$ cat src/rtl/io_request_tracker.sv
`default_nettype none
// +----------------------------------------------------------------------------+
// | Module  : io_request_tracker                                               |
// | Brief   : Per-thread tracker for non-cacheable I/O loads/stores with a     |
// |           locked round-robin request grant toward the I/O interconnect.    |
// |           Optional response timeout enabled by `define IO_TIMEOUT_EN.      |
// | Revision: 1.0 - initial release                                            |
// +----------------------------------------------------------------------------+
module io_request_tracker #(
    parameter int CORE_ID        = 0,
    parameter int NUM_THREADS    = 4,
    parameter int DATA_WIDTH     = 32,
    parameter int TIMEOUT_CYCLES = 1024,
    localparam int c_TIDX_W = (NUM_THREADS > 1) ? $clog2(NUM_THREADS) : 1
) (
    input  logic                   clk,
    input  logic                   reset,
    input  logic                   dd_io_write_en,
    input  logic                   dd_io_read_en,
    input  logic [c_TIDX_W-1:0]    dd_io_thread_idx,
    input  logic [DATA_WIDTH-1:0]  dd_io_addr,
    input  logic [DATA_WIDTH-1:0]  dd_io_write_value,
    output logic [DATA_WIDTH-1:0]  ior_read_value,
    output logic                   ior_rollback_en,
    output logic [NUM_THREADS-1:0] ior_pending,
    output logic [NUM_THREADS-1:0] ior_wake_bitmap,
    output logic [NUM_THREADS-1:0] ior_timeout_bitmap,
    input  logic                   ii_ready,
    input  logic                   ii_response_valid,
    input  logic [3:0]             ii_response_core,
    input  logic [c_TIDX_W-1:0]    ii_response_thread_idx,
    input  logic [DATA_WIDTH-1:0]  ii_response_read_value,
    output logic                   ior_request_valid,
    output logic                   ior_request_is_store,
    output logic [DATA_WIDTH-1:0]  ior_request_address,
    output logic [DATA_WIDTH-1:0]  ior_request_value,
    output logic [c_TIDX_W-1:0]    ior_request_thread_idx
);

    localparam logic [1:0] c_IDLE = 2'd0;
    localparam logic [1:0] c_SEND = 2'd1;
    localparam logic [1:0] c_WAIT = 2'd2;
    localparam logic [1:0] c_DONE = 2'd3;

    logic [1:0]            r_state    [NUM_THREADS];
    logic                  r_is_store [NUM_THREADS];
    logic [DATA_WIDTH-1:0] r_addr     [NUM_THREADS];
    logic [DATA_WIDTH-1:0] r_value    [NUM_THREADS];
    logic [c_TIDX_W-1:0]   r_ptr;
    logic [c_TIDX_W-1:0]   r_grant;
    logic                  r_locked;
    logic                  r_rollback;
    logic [DATA_WIDTH-1:0] r_read_value;

    logic                   w_access;
    logic                   w_resp_core_hit;
    logic                   w_req_valid;
    logic                   w_accept;
    logic [c_TIDX_W-1:0]    w_rr_sel;
    logic [c_TIDX_W-1:0]    w_sel;
    logic [NUM_THREADS-1:0] w_send_mask;
    logic [NUM_THREADS-1:0] w_dd_hit;
    logic [NUM_THREADS-1:0] w_accept_hit;
    logic [NUM_THREADS-1:0] w_resp_hit;
    logic [NUM_THREADS-1:0] w_timeout;
    logic [NUM_THREADS-1:0] w_timed_out;

    function automatic logic [c_TIDX_W-1:0] f_wrap(input int v);
        return c_TIDX_W'(v % NUM_THREADS);
    endfunction

    assign w_access        = dd_io_read_en | dd_io_write_en;
    assign w_resp_core_hit = ii_response_valid && (ii_response_core == 4'(CORE_ID));
    assign w_req_valid     = |w_send_mask;
    assign w_accept        = w_req_valid && ii_ready;

    // Scan from highest to lowest offset so the slot nearest the pointer wins.
    always_comb begin
        w_rr_sel = r_ptr;
        for (int i = NUM_THREADS - 1; i >= 0; i--) begin
            if (w_send_mask[f_wrap(int'(r_ptr) + i)]) begin
                w_rr_sel = f_wrap(int'(r_ptr) + i);
            end
        end
    end

    // Once a request is shown it is held on the same thread until accepted.
    assign w_sel = r_locked ? r_grant : w_rr_sel;

    generate
        for (genvar t = 0; t < NUM_THREADS; t++) begin : g_slot
            assign w_send_mask[t]  = (r_state[t] == c_SEND);
            assign w_dd_hit[t]     = w_access && (dd_io_thread_idx == c_TIDX_W'(t));
            assign w_accept_hit[t] = w_accept && (w_sel == c_TIDX_W'(t));
            assign w_resp_hit[t]   = w_resp_core_hit && (ii_response_thread_idx == c_TIDX_W'(t))
                                     && (r_state[t] == c_WAIT) && !w_timeout[t];
            assign ior_pending[t]  = (r_state[t] == c_WAIT)
                                     || ((r_state[t] == c_SEND) && (w_sel == c_TIDX_W'(t)));
        end
    endgenerate

    always_ff @(posedge clk or posedge reset) begin
        if (reset) begin
            for (int t = 0; t < NUM_THREADS; t++) begin
                r_state[t]    <= c_IDLE;
                r_is_store[t] <= 1'b0;
                r_addr[t]     <= '0;
                r_value[t]    <= '0;
            end
            r_ptr        <= '0;
            r_grant      <= '0;
            r_locked     <= 1'b0;
            r_rollback   <= 1'b0;
            r_read_value <= '0;
        end else begin
            r_rollback   <= w_access && (r_state[dd_io_thread_idx] == c_IDLE);
            r_read_value <= r_value[dd_io_thread_idx];
            if (w_accept) begin
                r_locked <= 1'b0;
                r_ptr    <= f_wrap(int'(w_sel) + 1);
            end else if (w_req_valid) begin
                r_locked <= 1'b1;
                r_grant  <= w_sel;
            end
            for (int t = 0; t < NUM_THREADS; t++) begin
                case (r_state[t])
                    c_IDLE: if (w_dd_hit[t]) begin
                        r_state[t]    <= c_SEND;
                        r_is_store[t] <= dd_io_write_en;
                        r_addr[t]     <= dd_io_addr;
                        r_value[t]    <= dd_io_write_value;
                    end
                    c_SEND: if (w_accept_hit[t]) r_state[t] <= c_WAIT;
                    c_WAIT: if (w_timeout[t]) begin
                        r_state[t] <= c_DONE;
                        r_value[t] <= '1;
                    end else if (w_resp_hit[t]) begin
                        r_state[t] <= c_DONE;
                        if (!r_is_store[t]) r_value[t] <= ii_response_read_value;
                    end
                    c_DONE: if (w_dd_hit[t]) r_state[t] <= c_IDLE;
                    default: r_state[t] <= c_IDLE;
                endcase
            end
        end
    end

`ifdef IO_TIMEOUT_EN
    localparam int c_CNT_W = $clog2(TIMEOUT_CYCLES);

    logic [c_CNT_W-1:0]     r_wait_count [NUM_THREADS];
    logic [NUM_THREADS-1:0] r_timed_out;

    always_ff @(posedge clk or posedge reset) begin
        if (reset) begin
            for (int t = 0; t < NUM_THREADS; t++) r_wait_count[t] <= '0;
            r_timed_out <= '0;
        end else begin
            for (int t = 0; t < NUM_THREADS; t++) begin
                if (w_accept_hit[t]) r_wait_count[t] <= '0;
                else if (r_state[t] == c_WAIT) r_wait_count[t] <= r_wait_count[t] + 1'b1;
                // The flag excuses a late response arriving after the forced completion.
                if (w_timeout[t]) r_timed_out[t] <= 1'b1;
                else if ((r_state[t] == c_DONE) && w_dd_hit[t]) r_timed_out[t] <= 1'b0;
            end
        end
    end

    generate
        for (genvar t = 0; t < NUM_THREADS; t++) begin : g_timeout
            assign w_timeout[t] = (r_state[t] == c_WAIT)
                                  && (r_wait_count[t] == c_CNT_W'(TIMEOUT_CYCLES - 1));
        end
    endgenerate
    assign w_timed_out = r_timed_out;
`else
    assign w_timeout   = '0;
    assign w_timed_out = '0;
`endif

    assign ior_read_value         = r_read_value;
    assign ior_rollback_en        = r_rollback;
    assign ior_wake_bitmap        = w_resp_hit | w_timeout;
    assign ior_timeout_bitmap     = w_timeout;
    assign ior_request_valid      = w_req_valid;
    assign ior_request_is_store   = r_is_store[w_sel];
    assign ior_request_address    = r_addr[w_sel];
    assign ior_request_value      = r_value[w_sel];
    assign ior_request_thread_idx = w_sel;

`ifndef SYNTHESIS
    always @(posedge clk) begin
        if (!reset) begin
            assert (NUM_THREADS >= 1 && TIMEOUT_CYCLES >= 2)
                else $error("io_request_tracker: bad parameters");
            assert (!(dd_io_read_en && dd_io_write_en))
                else $error("io_request_tracker: read and write enables both set");
            if (w_access) begin
                assert ((r_state[dd_io_thread_idx] != c_SEND) && (r_state[dd_io_thread_idx] != c_WAIT))
                    else $error("io_request_tracker: access to busy thread %0d", dd_io_thread_idx);
            end
            if (w_resp_core_hit && (r_state[ii_response_thread_idx] != c_WAIT)) begin
                assert (w_timed_out[ii_response_thread_idx])
                    else $warning("io_request_tracker: dropped response for idle thread %0d",
                                  ii_response_thread_idx);
            end
        end
    end
`endif

endmodule
`default_nettype wire

$ cat config.mk
export PLATFORM = sky130hd
export DESIGN_NAME = io_request_tracker
export DESIGN_NICKNAME = d
export VERILOG_FILES = /design/src/rtl/io_request_tracker.sv
export SDC_FILE = /design/constraint.sdc
export NUM_CORES = 1
export LEC_CHECK = 0
export BUFFER_PORTS_ARGS = -buffer_cell sky130_fd_sc_hd__buf_2
export CORE_MARGIN = 10
export CORE_UTILIZATION = 45
export CTS_CLUSTER_SIZE = 40
export DETAILED_ROUTE_END_ITERATION = 16
export PLACE_DENSITY = 0.68
export SLEW_MARGIN = 20
export SYNTH_ARGS = -nofsm -noshare
export SYNTH_HDL_FRONTEND = slang
export SYNTH_SLANG_ARGS = --single-unit
export TNS_END_PERCENT = 20
$ cat constraint.sdc
create_clock -name clk -period 14.9 [get_ports clk]
set_input_delay 0 -clock clk [delete_from_list [all_inputs] [get_ports clk]]
set_output_delay 0 -clock clk [all_outputs]
set_load 0.005 [all_outputs]
==> out/results.txt <==
number of remaining DRC errors -> 0
# H-tree levels -> 2
ranking of synthesized cells by area -> dfrtp_1 (48%), mux2i_1 (20%), mux2_2 (9.5%)
die width -> 209 um
Die Ht -> 209 um
starting density of the core -> 45.4%
GPL Wtd Cong -> 0.792
Power per Cell Area -> 261 nW/um2
Worst setup SP type -> flop
antenna-violating nets left -> 0
RSZ-0062 raised after global routing -> false
Std-Cell Rows -> 69
layout cell share with drive strength beyond 1 -> 29.1%
CTS-repair resized insts -> 0
Slew headroom -> 33.3%
Max-Cap Viols -> 0
final WL -> 43300 um
Slowest-stage cell, CP -> buf_4
post-synth top area share -> 47.8%
Boundary Pins -> 223
die area -> 43500 um2
CTS clk-pin slew, worst paths -> 0.06 ns
Final Hold Fails -> 0
worst path required time -> 14.90 ns
cell area after synthesis -> 16000 um2
CP arrival -> 4.22 ns
number of enable flip-flop cells after synthesis -> 0
Finish-stage setup viols -> 0
Post-synth top flop -> dfrtp_1
Area Overhead vs Synth -> 24.8%
worst clock skew -> 0.0192 ns
Pleak -> 9.17 nW
routed len/inst -> 20.3 um
Vias -> 11700
post-layout min period -> 4.22 ns
Setup CP Type -> flop to output pin
Crit path top cell by count -> mux2i_1
initial DRC count -> 755
IO buf count -> 218
WHS -> 0.0797 ns
Fmax -> 237 MHz
CTS max path bufs -> 3
clk_lat worst skew -> 0.53 ns
Worst Path Max Fanout -> 82
Post-synth top cells -> mux2i_1 (327), dfrtp_1 (306), nand2_1 (143)
nets@finish -> 1767
DPL Wire Length -> 27100 um
Num CTS Buffers -> 36
number of global-route vias before repair -> 12400
Area after DPL -> 17400 um2
final core utilization -> 56.6%
Mapped Cells -> 1326
fin crit share -> 28.3%
first-pass GRT wire length -> 69600 um
Hold Crit Class -> input port to flop
FF+latch count, synth -> 306
GRT Total Usage -> 19.4%
Root Driver -> clkbuf_16
pin count of the biggest net entering global routing -> 177
TritonRoute pass-1 iters -> 6
Synth area leader -> dfrtp_1
CP max stage delay -> 0.78 ns
TNS Setup -> 0 ns
Critical Path, Cell by Cell -> inv_1, ha_1, mux2_2, a21oi_1, a32oi_4, nand2_8, buf_4, mux2i_1, mux2i_1, buf_2
most common cell in the netlist -> mux2i_1
CP Capture Type -> output pin
number of vias per cell -> 5.50
synth unique cells -> 61
TritonCTS clock tree -> built
fin area -> 20000 um2
sequential fraction of the synthesis area -> 47.8%
clk sinks -> 306
Core Area -> 35300 um2
Power Total -> 5.21 mW
synth warn -> 0
Mean Syn Cell Area -> 12.1 um2
Max VDD drop -> 0.181 mV
grt total ovfl -> 0
status -> finished clean
Final Slew Violations -> 0
Async S/R FF share, synth -> 100%
initial antenna violation count -> 4
Filler Cells Inserted -> 3002
worst slew pin tran -> 1.00 ns
## worst max-delay path, delay by kind of cell (launching register included)
family	cells	cell delay [ns]
adder cells (fa/ha/maj)	1	0.30
AO/OA/AOI/OAI	2	0.40
buffers and inverters	3	1.06
flip-flops	1	0.43
multiplexers	3	0.73
AND/OR/NAND/NOR	1	0.64
## worst paths after layout
check | start | end | slack [ns] | cells past startpoint
worst max-delay path | r_state[3] | ior_request_value[8] | 10.68 | 10
worst min-delay path | ii_response_thread_idx[1] | r_state[6] | 0.08 | 4
worst max register to register | r_state[6] | r_value[120] | 11.68 | 7
worst min register to register | r_value[65] | r_value[65] | 0.50 | 2
max in group asynchronous | reset | r_addr[53] | 13.25 | 4
min in group asynchronous | reset | ior_read_value[31] | 0.18 | 3
## cells in the final DEF (no fill, tap or decap), types with 7 or more instances in the layout
cell and instances:
a21oi_1 7, buf_2 217, buf_4 16, clkbuf_16 36, clkbuf_8 7, clkinv_2 7, dfrtp_1 306, dlygate4sd3_1 131
ha_1 16, inv_1 14, mux2_2 135, mux2i_1 327, mux4_2 32, nand2_1 141, nor2_1 17, o211ai_1 7
o21ai_0 133
## final cells by class
| cell class | count | area (um2) | area share, % |
|---|---|---|---|
| inverter | 17 | 71.3 | 0.357 |
| tap | 461 | 577 | 2.89 |
| multi-input combinational | 911 | 7880 | 39.4 |
| sequential | 306 | 7660 | 38.3 |
| clock inverter | 17 | 246 | 1.23 |
| antenna | 5 | 12.5 | 0.0626 |
| clock buffer | 47 | 1010 | 5.06 |
| timing repair buffer | 365 | 2540 | 12.7 |
## per-stage QoR
stage	std cells	worst slack, ns
6_report	2129	10.68
5_1_grt	2127	10.36
4_1_cts	2124	10.66
3_5_place_dp	1929	11.22
3_3_place_gp	1929	11.30
2_1_floorplan	1329	6.44
## power by group
part | leakage (nW) | switching (mW) | total, mW | internal (mW)
Sequential | 3.73 | 0.282 | 1.54 | 1.26
Combinational | 4.82 | 1.46 | 2.74 | 1.29
Clock | 0.622 | 0.361 | 0.931 | 0.570
## cells by family after synthesis
group,share of synthesized area (%)
AND/OR/NAND/NOR,5.66
AO/OA/AOI/OAI,6.76
multiplexers,34.6
flip-flops,47.8
XOR/XNOR,0.0547
buffers and inverters,3.51
other,0.0234
adder cells (fa/ha/maj),1.56
## flip-flops by register name, summed over array words and instances (netlist names), 2 cells and up
| register | cells |
|---|---|
| r_ptr | 2 |
| r_is_store | 4 |
| ior_read_value | 32 |
| r_value | 128 |
| r_addr | 128 |
| r_grant | 2 |
| r_state | 8 |
## routing by layer
layer	up-vias	global-route usage, %	wire (um)
met5	-	0	19
met4	4	4.61	760
met3	52	3.77	2440
met2	295	31.9	20600
met1	5930	26.0	19500
li1	5436	-	-
## what timing repair did
item / CTS / global route
hold endpoints to repair: 400 / 0
buffers inserted: 0 / 0
hold buffers: 131 / 0
Note: power is estimated with default switching activity, not from simulation.
